$ cat src/rtl/seg7_pkg.sv
// ============================================================================
// seg7_pkg : segment patterns, decode codes and segment bit positions
// Rev 1.0
// ============================================================================
`default_nettype none

package seg7_pkg;

    localparam int SEG_A = 6;
    localparam int SEG_B = 5;
    localparam int SEG_C = 4;
    localparam int SEG_D = 3;
    localparam int SEG_E = 2;
    localparam int SEG_F = 1;
    localparam int SEG_G = 0;

    localparam logic [6:0] SEG_0     = 7'b1111110;
    localparam logic [6:0] SEG_1     = 7'b0110000;
    localparam logic [6:0] SEG_2     = 7'b1101101;
    localparam logic [6:0] SEG_3     = 7'b1111001;
    localparam logic [6:0] SEG_4     = 7'b0110011;
    localparam logic [6:0] SEG_5     = 7'b1011011;
    localparam logic [6:0] SEG_6     = 7'b1011111;
    localparam logic [6:0] SEG_7     = 7'b1110010;
    localparam logic [6:0] SEG_8     = 7'b1111111;
    localparam logic [6:0] SEG_9     = 7'b1111011;
    localparam logic [6:0] SEG_BLANK = 7'b0000000;

    localparam logic [3:0] CODE_BLANK   = 4'hE;
    localparam logic [3:0] CODE_INVALID = 4'hF;

endpackage

`default_nettype wire

$ cat src/rtl/seg7_decode.sv
// ============================================================================
// seg7_decode : exact-match 7-segment pattern to BCD code, flags unknowns
// Rev 1.0
// ============================================================================
`default_nettype none

module seg7_decode
    import seg7_pkg::*;
(
    input  logic [6:0] i_seg,
    output logic [3:0] o_code,
    output logic       o_err
);

    always_comb begin
        o_code = CODE_INVALID;
        o_err  = 1'b0;
        case (i_seg)
            SEG_0:     o_code = 4'd0;
            SEG_1:     o_code = 4'd1;
            SEG_2:     o_code = 4'd2;
            SEG_3:     o_code = 4'd3;
            SEG_4:     o_code = 4'd4;
            SEG_5:     o_code = 4'd5;
            SEG_6:     o_code = 4'd6;
            SEG_7:     o_code = 4'd7;
            SEG_8:     o_code = 4'd8;
            SEG_9:     o_code = 4'd9;
            SEG_BLANK: o_code = CODE_BLANK;
            default:   o_err  = 1'b1;
        endcase
    end

endmodule

`default_nettype wire

$ cat src/rtl/seg7_frame_capture.sv
// ============================================================================
// seg7_frame_capture : samples a multiplexed 7-segment bus, debounces each
// digit, decodes to BCD and hands complete frames out over valid/ready.
// Rev 1.0
// ============================================================================
`default_nettype none

module seg7_frame_capture
    import seg7_pkg::*;
#(
    parameter int N_DIGITS      = 6,
    parameter int STABLE_CYCLES = 4
) (
    input  logic                    clk,
    input  logic                    rst_n,
    input  logic [6:0]              seg_in,
    input  logic [N_DIGITS-1:0]     dig_sel,
    output logic [4*N_DIGITS-1:0]   frame_bcd,
    output logic [N_DIGITS-1:0]     frame_err,
    output logic                    frame_valid,
    input  logic                    frame_ready
);

    localparam int               CNT_W     = $clog2(STABLE_CYCLES + 1);
    localparam logic [CNT_W-1:0] C_CNT_MAX = CNT_W'(STABLE_CYCLES);
    localparam logic [CNT_W-1:0] C_CNT_ONE = CNT_W'(1);

    logic [6:0]            r_seg;
    logic [N_DIGITS-1:0]   r_sel;
    logic                  r_diff;
    logic [CNT_W-1:0]      r_cnt;
    logic [4*N_DIGITS-1:0] r_shadow_bcd;
    logic [N_DIGITS-1:0]   r_shadow_err;
    logic [N_DIGITS-1:0]   r_mask;
    logic [4*N_DIGITS-1:0] r_frame_bcd;
    logic [N_DIGITS-1:0]   r_frame_err;
    logic                  r_frame_valid;

    logic                  w_sample_diff;
    logic [CNT_W-1:0]      w_cnt_next;
    logic                  w_capture;
    logic                  w_xfer;
    logic [N_DIGITS-1:0]   w_mask_next;
    logic                  w_valid_next;
    logic [3:0]            w_code;
    logic                  w_err;

    seg7_decode u_decode (
        .i_seg  (r_seg),
        .o_code (w_code),
        .o_err  (w_err)
    );

    assign w_sample_diff = (seg_in != r_seg) || (dig_sel != r_sel);

    // The change flag is registered so the run counter lags the sample by one
    // edge: inputs first seen at edge k are captured at edge k+STABLE_CYCLES.
    always_comb begin
        w_cnt_next = r_cnt;
        if (r_diff) begin
            w_cnt_next = C_CNT_ONE;
        end else if (r_cnt != C_CNT_MAX) begin
            w_cnt_next = r_cnt + C_CNT_ONE;
        end
    end

    assign w_capture = $onehot(r_sel) && (w_cnt_next == C_CNT_MAX) && (r_cnt != C_CNT_MAX);
    assign w_xfer    = (&r_mask) && (!r_frame_valid || frame_ready);

    always_comb begin
        w_mask_next  = w_xfer ? '0 : r_mask;
        if (w_capture) begin
            w_mask_next = w_mask_next | r_sel;
        end
        w_valid_next = r_frame_valid;
        if (w_xfer) begin
            w_valid_next = 1'b1;
        end else if (r_frame_valid && frame_ready) begin
            w_valid_next = 1'b0;
        end
    end

    always_ff @(posedge clk or negedge rst_n) begin
        if (!rst_n) begin
            r_seg  <= '0;
            r_sel  <= '0;
            r_diff <= 1'b0;
            r_cnt  <= '0;
        end else begin
            r_seg  <= seg_in;
            r_sel  <= dig_sel;
            r_diff <= w_sample_diff;
            r_cnt  <= w_cnt_next;
        end
    end

    // Frame copy reads the pre-edge shadow, so a same-edge capture lands in
    // the next frame.
    always_ff @(posedge clk or negedge rst_n) begin
        if (!rst_n) begin
            r_shadow_bcd  <= '0;
            r_shadow_err  <= '0;
            r_mask        <= '0;
            r_frame_bcd   <= '0;
            r_frame_err   <= '0;
            r_frame_valid <= 1'b0;
        end else begin
            for (int i = 0; i < N_DIGITS; i++) begin
                if (w_capture && r_sel[i]) begin
                    r_shadow_bcd[4*i +: 4] <= w_code;
                    r_shadow_err[i]        <= w_err;
                end
            end
            if (w_xfer) begin
                r_frame_bcd <= r_shadow_bcd;
                r_frame_err <= r_shadow_err;
            end
            r_mask        <= w_mask_next;
            r_frame_valid <= w_valid_next;
        end
    end

    assign frame_bcd   = r_frame_bcd;
    assign frame_err   = r_frame_err;
    assign frame_valid = r_frame_valid;

endmodule

`default_nettype wire

$ cat config.mk
export PLATFORM = sky130hd
export DESIGN_NAME = seg7_frame_capture
export DESIGN_NICKNAME = d
export VERILOG_FILES = /design/src/rtl/seg7_pkg.sv /design/src/rtl/seg7_decode.sv /design/src/rtl/seg7_frame_capture.sv
export SDC_FILE = /design/constraint.sdc
export NUM_CORES = 1
export LEC_CHECK = 0
export CORE_MARGIN = 2
export CORE_UTILIZATION = 45
export CTS_BUF_LIST = sky130_fd_sc_hd__clkbuf_8
export CTS_CLUSTER_SIZE = 8
export DETAILED_ROUTE_END_ITERATION = 8
export GPL_TIMING_DRIVEN = 0
export PLACE_DENSITY = 0.73
export SETUP_SLACK_MARGIN = 0.4
export SLEW_MARGIN = 40
export SYNTH_ARGS = -nofsm -noshare
export SYNTH_HDL_FRONTEND = slang
export SYNTH_SLANG_ARGS = --single-unit
$ cat constraint.sdc
create_clock -name clk -period 3.75 [get_ports clk]
set_input_delay 0.75 -clock clk [delete_from_list [all_inputs] [get_ports clk]]
set_output_delay 0.75 -clock clk [all_outputs]
set_load 0.03 [all_outputs]
==> results of run 1 <==
## layout make-up
type                            instances  area [sq um]
Inverter                               19         71.32
Multi-Input combinational cell        141          1374
Clock buffer                           10         137.6
Timing Repair Buffer                   51         519.2
Buffer                                  7         40.04
Sequential cell                        84          2103
Clock inverter                          6         63.81
Fill cell                             642          3291
Tap cell                              102         127.6
## worst register-to-register path, delay by kind of cell (launching register included)
| family | cells | cell delay (ns) |
|---|---|---|
| adders and majority gates | 4 | 1.63 |
| DFF | 1 | 0.39 |
| AOI/OAI and AO/OA | 1 | 0.35 |
| muxes | 1 | 0.33 |
| and+or+nand+nor | 2 | 0.33 |
| buffers and inverters | 2 | 0.11 |
## timing repair
| item | 4_1_cts | 5_1_grt |
|---|---|---|
| resized for setup | 2 | 0 |
| pin swaps | 1 | 1 |
| buffers inserted | 0 | 4 |
| endpoints found under the setup margin | 30 | 29 |
## kinds of logic after synthesis
kind of cell / synth area share
flip-flops: 0.5878
multiplexers: 0.1889
AND/OR/NAND/NOR: 0.07628
buffers and inverters: 0.03114
AO/OA/AOI/OAI: 0.05178
XOR/XNOR: 0.03674
adder cells (fa/ha/maj): 0.02729
## stage by stage
step                      setup TNS [ns]  area, sq um  hold WS [ns]
after floorplan                        0         3576        0.4544
after global placement            -78.76         4164        0.4684
after detailed placement               0         4199        0.4770
after CTS                              0         4407        0.2288
after global routing                   0         4437        0.2322
final                                  0         4437        0.2343
## sequential cells by signal, summed over array words and instances (netlist names)
name / flops
r_cnt: 3
frame_bcd: 24
r_seg: 7
r_shadow_err: 6
r_diff: 1
r_mask: 6
r_sel: 6
r_shadow_bcd: 24
frame_valid: 1
frame_err: 6
## where the power goes
part	switching, uW	internal, uW	leakage (uW)	total, uW
Sequential	14.7	923	0.00112	938
Clock	315	326	0.000104	641
Combinational	65.1	51.8	0.000966	117
Total	395	1300	0.00219	1700
## final timing paths
path	start	depth (start not counted)	to	slack [ns]
worst max-delay path	r_sel[0]	10	r_shadow_bcd[14]	0.51
worst min-delay path	rst_n	1	r_shadow_bcd[23]	0.23
worst max register to register	r_sel[0]	10	r_shadow_bcd[14]	0.51
worst min register to register	r_shadow_bcd[0]	1	frame_bcd[0]	0.49
max in group asynchronous	rst_n	2	frame_bcd[11]	2.96
min in group clk	r_shadow_bcd[0]	1	frame_bcd[0]	0.49
## layer usage
metal,part of all wire,vias up,track usage
li1,-,996,-
met1,0.46,1064,0.2232
met2,0.47,57,0.2536
met3,0.049,20,0.05479
met4,0.024,0,0.06005
met5,0,-,0
## cells in the final DEF, fill, tap and decap left out, types with 6 or more instances in the layout
master	netlist	routed
clkbuf_8	0	10
xnor2_1	8	8
mux2_2	34	34
inv_1	19	20
dfrtp_1	84	83
buf_4	2	6
nand2_4	6	6
mux2_1	26	26
o21ai_0	7	7
clkdlybuf4s50_1	0	45
xor2_1	7	7
==> results.yml, run 1 <==
sta:
  period_needed_ns: 3.244
  worst_slew_pin_slew_ns: 0.6216
  period_share: 0.8650
  rsz0062_at_grt: "false"
  setup_violations: 0
  max-slew-margin-rel: 0.5856
  fmax_ghz: 0.3083
  hold_viol_final: 0
  fin_worst_skew_ns: 0.005416
  slew_violations: 0
  worst_slack_ns: 0.5064
pwr:
  p_leak_uw: 0.002193
  ir_drop_mv: 0.2217
  p_total_uw: 1696
  p_per_area_nw_per_um2: 382.3
synthesis:
  synth_largest_area_cell: "dfrtp_1"
  ys_types: 41
  yosys_register_bits: 84
  synth_edf_count: 0
  syn_inst: 251
  syn_avg_cell_area_sq_um: 14.25
  ys_top_cells_by_count: "dfrtp_1, mux2_2, mux2_1"
  synth_most_common_cell: "dfrtp_1"
  ys_top_cells_by_area: "dfrtp_1, mux2_2, mux2_1"
  yosysSeqAreaShare: 0.5878
  ys_async_sr_fraction: 1.000
  synth_ff_type: "dfrtp_1"
  netlist_area_sq_um: 3576
  ys.warnings.count: 0
  syn-num-nets: 273
  synth_top_area_frac: 0.5878
worst_setup_path:
  crit_path_max_incr_delay_ns: 0.49
  crit_top_cell: "fa_1"
  crit_fanout: 6
  slowest_stage: "fa_1"
  critPathTopFamily: "adder cells"
  arrival_ns: 3.48
  end_kind: "flip-flop"
  critPathBufInv: 2
  crit_path_start_kind: "flip-flop"
  crit_required_ns: 3.98
  setup.worst_path.class: "reg2reg"
  path_cells: "inv_1, fa_1, fa_1, inv_1, ha_1, fa_1, nor3_2, o2111a_4, nand2_4, mux2_1"
cells_and_area:
  syn2layout_area_growth_pct: 24.07
  final_cells: 420
  fin_util: 0.5742
  final_nets: 335
  n_antenna_cell: 0
  drive_above_1_share: 0.2453
detailed_routing:
  via_per_inst: 5.088
  drtIter0Drc: 71
  remaining_drc_errors: 0
  drtPass1Iterations: 4
  totalWireLength_mm: 6.298
  antenna_left: 0
  vias: 2137
  wl_per_cell_microns: 15.00
placed_design:
  dp_hpwl_mm: 4.440
  gp_congestion: 0.7729
  place_ws_ns: 0.3309
  dpl.cell_count: 400
  portBuffers: 46
global_route:
  track_usage: 0.1662
  grt_pass1_vias: 2211
  grt_first_pass_wirelength_mm: 10.98
  grt.overflow.total: 0
  grt_max_degree: 63
  antenna_found_initial: 0
die:
  start_util: 0.4628
  fp.coreArea_sq_um: 7727
  placementRows: 32
  io_pins: 47
  die_width_microns: 93.15
  dieArea_sq_um: 8676
  die_h_microns: 93.15
clock_network:
  ctsHoldBuffers: 0
  numClockSinks: 84
  path_clk_slew_ns: 0.08
  clock_path_buffers: 2
  htreeDepth: 3
  cts_tree: "done"
  insertion_delay_ns: 0.35
  numCtsBuffers: 9
  cts_root_buffer: "clkbuf_8"
flow_run:
  maxCapViolations: 0
worst_hold_path:
  min_path_type: "in2async"
status:
  outcome: "finished, final reports clean"
(Power assumes the default switching activity.)
==> run 2, diff against run 1 <==
CORE_UTILIZATION = 44   (was 45)
CTS_CLUSTER_DIAMETER = 120   (was not set)
PLACE_DENSITY = 0.72   (was 0.73)
SLEW_MARGIN = 20   (was 40)
==> run 2 against run 1 <==
Compared with the run above:
- worst setup slack improved by 0.012 ns
- highest routed layer unchanged
- sequential cell count stayed put
- first-iteration DRC count is 37% lower
==> results.yml, run 2 (synthesis results as in run 1) <==
status:
  outcome: "finished, final reports clean"
worst_setup_path:
  path_cells: "inv_1, fa_1, fa_1, inv_1, ha_1, fa_1, nor3_2, o2111a_4, nand2_4, mux2_1"
  setup.worst_path.class: "reg2reg"
  crit_required_ns: 3.98
  crit_path_start_kind: "flip-flop"
  slowest_stage: "fa_1"
  end_kind: "flip-flop"
  arrival_ns: 3.46
  crit_path_max_incr_delay_ns: 0.50
  crit_top_cell: "fa_1"
  critPathTopFamily: "adder cells"
  crit_fanout: 6
  critPathBufInv: 2
cells_and_area:
  fill_cells: 669
  final_nets: 333
  n_antenna_cell: 0
  fin_util: 0.5670
  syn2layout_area_growth_pct: 23.79
  final_cell_mix: "dfrtp_1, clkdlybuf4s50_1, mux2_2, mux2_1, inv_1"
  drive_above_1_share: 0.2437
  final_common_cell: "dfrtp_1"
  regArea_sq_um: 2103
  multi_input_area_sq_um: 1374
pwr:
  seqPwrFrac: 0.546
  p_sw_frac: 0.2331
  intPower_uw: 1319
  p_leak_uw: 0.002180
  p_comb_frac: 0.067
  ir_drop_mv: 0.1805
  pwr-share-clk: 0.387
  p_per_area_nw_per_um2: 388.4
  power_switching_uw: 400.8
clock_network:
  numCtsBuffers: 9
  htreeDepth: 3
  cts_tree: "done"
  numClockSinks: 84
  path_clk_slew_ns: 0.08
  ctsHoldBuffers: 0
  cts_root_buffer: "clkbuf_8"
  clock_path_buffers: 2
  insertion_delay_ns: 0.35
global_route:
  track_usage: 0.1610
  grt_max_degree: 54
  antenna_found_initial: 0
  grt_pass1_vias: 2193
  grt.overflow.total: 0
  grt_first_pass_wirelength_mm: 10.79
sta:
  setup_violations: 0
  finalSetupTns_ns: 0
  fmax_ghz: 0.3094
  period_share: 0.8618
  max-slew-margin-rel: 0.5663
  rsz0062_at_grt: "false"
  period_needed_ns: 3.232
  worst_slew_pin_slew_ns: 0.6505
  fin_worst_skew_ns: 0.007307
  hold_viol_final: 0
  slew_violations: 0
die:
  io_pins: 47
  placementRows: 32
  dieArea_sq_um: 8864
  fp.coreArea_sq_um: 7807
  die_h_microns: 94.15
  die_width_microns: 94.15
  start_util: 0.4580
detailed_routing:
  vias: 2079
  drtIter0Drc: 45
  remaining_drc_errors: 0
  totalWireLength_mm: 6.365
  wl_per_cell_microns: 15.23
  via_per_inst: 4.974
  drtPass1Iterations: 4
  antenna_left: 0
placed_design:
  portBuffers: 46
  gp_congestion: 0.7661
  dp_hpwl_mm: 4.531
worst_hold_path:
  min_path_type: "in2async"
flow_run:
  maxCapViolations: 0
run 2: worst paths after layout:
kind                         startpoint                to  slack [ns]  cells past startpoint
max                            r_sel[0]   r_shadow_bcd[9]        0.52                     10
min                               rst_n          r_seg[4]        0.34                      1
max reg2reg                    r_sel[0]   r_shadow_bcd[9]        0.52                     10
min reg2reg                frame_bcd[8]      frame_bcd[8]        0.49                      1
max in group asynchronous         rst_n  r_shadow_bcd[12]        2.82                      2
min in group clk           frame_bcd[8]      frame_bcd[8]        0.49                      1
run 2: power by group through the flow:
| stage | Sequential [uW] | Clock [uW] | Combinational (uW) |
|---|---|---|---|
| floorplan | 954 | 0 | 55.8 |
| global placement | 957 | 0 | 104 |
| detailed placement | 957 | 0 | 111 |
| CTS | 940 | 687 | 114 |
| global route | 943 | 723 | 130 |
| finish | 939 | 666 | 114 |
run 2: what timing repair did:
item | CTS | global route
endpoints found under the setup margin | 30 | 30
gates resized for setup | 2 | 0
setup buffers | 0 | 2
pin swaps | 1 | 2
cloned | 0 | 0
run 2: cell type report:
cell class / instances / share of cell area
multi-input cells: 141 / 0.3103
flip-flops and latches: 84 / 0.4751
plain buffers: 7 / 0.009045
repair buffers: 49 / 0.1131
inverters: 19 / 0.01611
clock inverters: 5 / 0.01328
clock buffers: 11 / 0.03420
well taps: 102 / 0.02883
run 2: worst register-to-register path, delay by kind of cell, from the launching register on:
family	cells	cell delay, ns
fa+ha+maj	4	1.62
buf+inv	2	0.12
flops	1	0.42
simple gates	2	0.26
mux	1	0.33
compound gates	1	0.35
run 2: routing by layer:
metal  GRT usage  part of all wire  wire (microns)  up-vias
li1            -                 -               -      999
met1      0.2211              0.48            3083     1035
met2      0.2500              0.48            3047       38
met3     0.03612             0.028             179        7
met4     0.06159            0.0086              55        0
met5           0                 0               0        -
run 2: metrics by stage:
step	hold WS [ns]	total power, uW	instance area, sq um	setup WS [ns]	cells
floorplan	0.4544	1010	3576	0.6083	251
global placement	0.4694	1060	4164	-0.9997	399
detailed placement	0.4753	1069	4189	0.3386	400
CTS	0.3325	1741	4405	0.4087	416
global route	0.3517	1796	4427	0.4004	418
finish	0.3355	1720	4427	0.5182	418
